===== src/rtl/ic_source_queue.sv =====
// Per-node flit queue feeding one source-partition input lane; show-ahead head with urgency flag.
// Optional occupancy statistics are built when IC_SRCQ_STATS_EN is defined.
`ifndef FLIT_WIDTH
`define FLIT_WIDTH 32
`endif
`ifndef ADDR_WIDTH
`define ADDR_WIDTH 8
`endif

module ic_source_queue #(
  parameter int WIDTH         = `FLIT_WIDTH,
  parameter int LOG_DEPTH     = 3,
  parameter int URGENT_THRESH = 6,
  parameter int AGE_WIDTH     = 4,
  parameter int MAX_WAIT      = 15
) (
  input  logic                   clock,
  input  logic                   reset,
  input  logic                   enable,
  input  logic                   in_valid,
  input  logic [WIDTH-1:0]       in_data,
  input  logic [`ADDR_WIDTH-1:0] in_nexthop,
  output logic                   in_ready,
  input  logic                   dequeue,
  output logic                   out_valid,
  output logic                   out_valid_urgent,
  output logic [WIDTH-1:0]       out_data,
  output logic [`ADDR_WIDTH-1:0] out_nexthop,
`ifdef IC_SRCQ_STATS_EN
  output logic [15:0]            stat_overflow,
  output logic [LOG_DEPTH:0]     stat_max_occ,
`endif
  output logic [LOG_DEPTH:0]     count
);

  localparam int DEPTH = 2 ** LOG_DEPTH;
  localparam logic [LOG_DEPTH:0]   FULL_CNT   = (LOG_DEPTH + 1)'(DEPTH);
  localparam logic [LOG_DEPTH:0]   URGENT_CNT = (LOG_DEPTH + 1)'(URGENT_THRESH);
  localparam logic [AGE_WIDTH-1:0] MAX_AGE    = AGE_WIDTH'(MAX_WAIT);

  logic [WIDTH-1:0]       mem_data [DEPTH];
  logic [`ADDR_WIDTH-1:0] mem_hop  [DEPTH];
  logic [LOG_DEPTH-1:0]   wr_ptr;
  logic [LOG_DEPTH-1:0]   rd_ptr;
  logic [AGE_WIDTH-1:0]   age;
  logic [LOG_DEPTH:0]     count_nxt;
  logic                   push;
  logic                   pop;

  assign in_ready         = (count != FULL_CNT);
  assign out_valid        = (count != '0);
  assign out_data         = mem_data[rd_ptr];
  assign out_nexthop      = mem_hop[rd_ptr];
  assign out_valid_urgent = out_valid & ((count >= URGENT_CNT) | (age == MAX_AGE));

  assign push = in_valid & in_ready & enable;
  assign pop  = dequeue & out_valid & enable;

  always_comb begin
    count_nxt = count;
    if (push && !pop)      count_nxt = count + 1'b1;
    else if (pop && !push) count_nxt = count - 1'b1;
  end

  // Payload storage carries no reset; only valid entries are ever presented.
  always_ff @(posedge clock) begin
    if (push) begin
      mem_data[wr_ptr] <= in_data;
      mem_hop[wr_ptr]  <= in_nexthop;
    end
  end

  always_ff @(posedge clock) begin
    if (reset) begin
      wr_ptr <= '0;
      rd_ptr <= '0;
      count  <= '0;
      age    <= '0;
    end else if (enable) begin
      if (push) wr_ptr <= wr_ptr + 1'b1;
      if (pop)  rd_ptr <= rd_ptr + 1'b1;
      count <= count_nxt;
      // Age belongs to the current head: any pop hands a fresh head a zero age.
      if (pop || !out_valid)  age <= '0;
      else if (age != MAX_AGE) age <= age + 1'b1;
    end
  end

`ifdef IC_SRCQ_STATS_EN
  always_ff @(posedge clock) begin
    if (reset) begin
      stat_overflow <= '0;
      stat_max_occ  <= '0;
    end else if (enable) begin
      if (in_valid && !in_ready && stat_overflow != 16'hFFFF)
        stat_overflow <= stat_overflow + 16'd1;
      if (count_nxt > stat_max_occ)
        stat_max_occ <= count_nxt;
    end
  end
`endif

endmodule


===== config.mk =====
export PLATFORM = sky130hd
export DESIGN_NAME = ic_source_queue
export DESIGN_NICKNAME = d
export VERILOG_FILES = /design/src/rtl/ic_source_queue.sv
export SDC_FILE = /design/constraint.sdc
export NUM_CORES = 1
export LEC_CHECK = 0
export BUFFER_PORTS_ARGS = -buffer_cell sky130_fd_sc_hd__buf_2
export CAP_MARGIN = 40
export CORE_ASPECT_RATIO = 0.6
export CORE_MARGIN = 2
export CORE_UTILIZATION = 60
export CTS_CLUSTER_DIAMETER = 100
export DETAILED_ROUTE_END_ITERATION = 10
export PLACE_DENSITY = 0.79
export SLEW_MARGIN = 0
export SYNTH_ARGS = -nofsm -noshare
export SYNTH_HDL_FRONTEND = slang
export SYNTH_SLANG_ARGS = --single-unit

===== constraint.sdc =====
create_clock -name clock -period 7.45 [get_ports clock]
set_input_delay 1.49 -clock clock [delete_from_list [all_inputs] [get_ports clock]]
set_output_delay 1.49 -clock clock [all_outputs]
set_load 0.01 [all_outputs]

==> results.txt <==
reg-to-reg slack, setup: 4.50 ns
CORE AREA: 21300 um2
Net count, final: 721
initial antenna violation count: 0
cell count after placement: 917
hold slack: 0.558 ns
summed negative setup slack over all endpoints: 0 ns
most common library cell in the layout ignoring fill and taps: edfxtp_1
Mapped Nets: 610
number of global-route vias before repair: 6233
cells after synthesis: 558
unrepaired setup endpoints after global routing: false
ratio of cells with drive above 1 in the final layout: 28.7%
share of total power consumed by net switching: 20.6%
pin slew with the least headroom to its limit: 0.721 ns
clk root buf: clkbuf_16
Avg Synthesized Cell Area: 23.6 um2
DP Wirelength: 13100 um
number of distinct library cell variants in the gate-level netlist after synthesis: 33
Critical Path Fanout Max: 56
non-filler instance count after layout: 971
Hold Crit Class: reg -> reg
worst slew margin relative to its limit: 52.0%
count of buffers added by post-CTS timing repair for setup: 0
maximum number of pins on one net before global-route repair: 57
Peak VDD IR: 0.202 mV
clock network power share: 37.2%
TritonCTS clock tree: yes
number of vias after detailed routing: 5978
synth-to-layout area growth: 13.1%
ratio of total power to cell area: 256 nW/um2
Sinks on Clock Net: 337
maximum count of clock buffers along a single path: 3
quantity of hold-fixing buffers added after cts: 0
source-to-sink clock delay at the later pin of the worst-skew pair: 0.54 ns
most area-hungry cell type in the Yosys netlist: edfxtp_1
launching point of the worst reg2reg path: count[0]
data arrival at the endpoint of the critical path: 2.80 ns
Pins Over Slew Limit: 0
result of the run: finished, final reports clean
DRC marker count from the first detailed-route iteration: 354
number of buffers created by CTS: 29
clock period minus worst slack: 4.29 ns
Setup Viol. Count Final: 0
register share of total power: 55.7%
number of buffers added on ports: 91
GP Congestion: 0.783
all-layer global routing usage: 21.4%
number of warnings printed during yosys synthesis: 0
cell count of the worst reg-to-reg path: 10
area share of the leading cell type in the synthesized netlist: 72.9%
capture point of the worst reg-to-reg path: count[3]
Total Die Area: 23200 um2
Synth Register Bits: 337
Chip Height: 119 um
site row count: 41
clock transition at the registers of the reported paths: 0.06 ns
wire length reported by the detailed router: 24300 um
layout filler cell count: 1262
CP Data Required Time: 5.96 ns
top-level port count: 92
area of the mapped netlist: 13200 um2
Sw Pwr: 0.000787 W
static leakage power: 4.94 nW
Avg WL per Cell: 25.0 um
max-cap violation count: 0
number of H-tree branching levels: 1
first-pass GRT wire length: 37100 um
leading post-synthesis cells by cell area: edfxtp_1 73%, mux4_1 16%, mux2_2 3.5%
critical path startpoint category: register
number of hold violations in the final report: 0
width of the chip: 195 um
post-detailed-route via-to-cell ratio: 6.16
peak clock frequency supported by timing: 233 MHz
effective utilization at floorplan: 62.0%
number of instances resized during post-cts repair: 0
post-route antenna net violation count: 0
commonest non-fill, non-tap cells in the layout: 320 x edfxtp_1, 91 x buf_2, 80 x mux4_1
relative contribution of combinational cells to total power: 7.1%
post-route clock period utilization: 57.5%
HP Start: rd_ptr[1]
proportion of synthesized chip area in sequential cells: 75.4%
type of the worst setup path: reg -> out
final global-route overflow total: 0
internal power: 0.00303 W
number of search-and-repair iterations in the first detailed-routing pass: 4
clk_skew: 0.0126 ns
number of cells on the worst hold path: 2
post-detailed-route DRC marker count: 0
Setup crit end kind: output port
[cell families (layout without fill, tap and decap cells)]
kind of cell	count (synthesis)	in the layout	share of synthesized area, %
other	0	1	0
DFF	337	337	75.4
muxes	126	126	19.8
and+or+nand+nor	41	41	1.71
AOI/OAI and AO/OA	13	13	0.607
adders and majority gates	7	7	0.721
buffers and inverters	28	161	1.31
xor gates and xnor gates	6	6	0.398
[flip-flops by register name, indices dropped and copies added (netlist names), named ones only]
| signal | cells |
|---|---|
| count | 4 |
| age | 4 |
| rd_ptr | 3 |
| mem_data | 256 |
| mem_hop | 64 |
| wr_ptr | 3 |
[routing by layer]
metal	track usage [%]	up-vias	wire length, um
met1	31.5	3108	10700
met2	33.8	185	11600
met3	4.11	46	1410
li1	-	2639	-
met5	0	-	0
met4	5.34	0	554
[area by class of cell]
type,count,area (um2),area share [%]
multi-input cells,193,3120,20.9
diodes,1,2.50,0.0168
flip-flops and latches,337,9960,66.7
inverters,3,11.3,0.0755
clock buffers,42,774,5.19
clock inverters,11,111,0.746
repair buffers,105,601,4.02
well taps,279,349,2.34
[cells in the mapped netlist (all sizes together)]
cell type	instances
a21o	1
mux2i	5
xor2	2
buf	9
edfxtp	320
mux2	41
mux4	80
and4	1
nor4	2
inv	3
xnor2	4
nor3	4
and4b	1
nand2	6
a211oi	3
nand4	1
and3	1
a21oi	6
ha	6
nor2	16
dfxtp	17
nand2b	2
a22oi	1
clkbuf	16
nor2b	2
nand3	4
fa	1
o21ai	1
or4b	1
o31ai	1
[power by group through the flow]
stage	sequential, W	clock [W]	combinational, W
after floorplan	0.00216	0	0.000182
after global placement	0.00216	0	0.000250
after detailed placement	0.00217	0	0.000270
after CTS	0.00213	0.00145	0.000272
after global routing	0.00213	0.00152	0.000291
final	0.00212	0.00142	0.000270
[how the worst max path moves through the flow]
stage	start	to	slack, ns	cells after the start
after global placement	register	out_data[19]	3.45	4
final	register	out_data[27]	3.16	5
after floorplan	in_valid	mem_data[0][0]	1.49	2
after global routing	register	out_data[27]	3.07	5
after CTS	register	out_data[27]	3.14	5
after detailed placement	enable	mem_data[5][9]	3.67	6
[through the flow]
step                power [W]  setup WS [ns]  util (%)  cell area (um2)
detailed placement    0.00244           3.67      65.9            14000
finish                0.00381           3.16      70.1            14900
global placement      0.00241           3.45      65.7            14000
global route          0.00394           3.07      70.1            14900
floorplan             0.00234           1.49         -            13200
CTS                   0.00385           3.14      70.1            14900
[worst max-delay path: stages, from the launching register on]
cell,delay [ns]
dfxtp_4,0.60
buf_4,0.21
buf_16,0.29
mux4_1,0.62
mux2_2,0.31
buf_2,0.15
No activity file was read; power rests on OpenSTA's default activity.
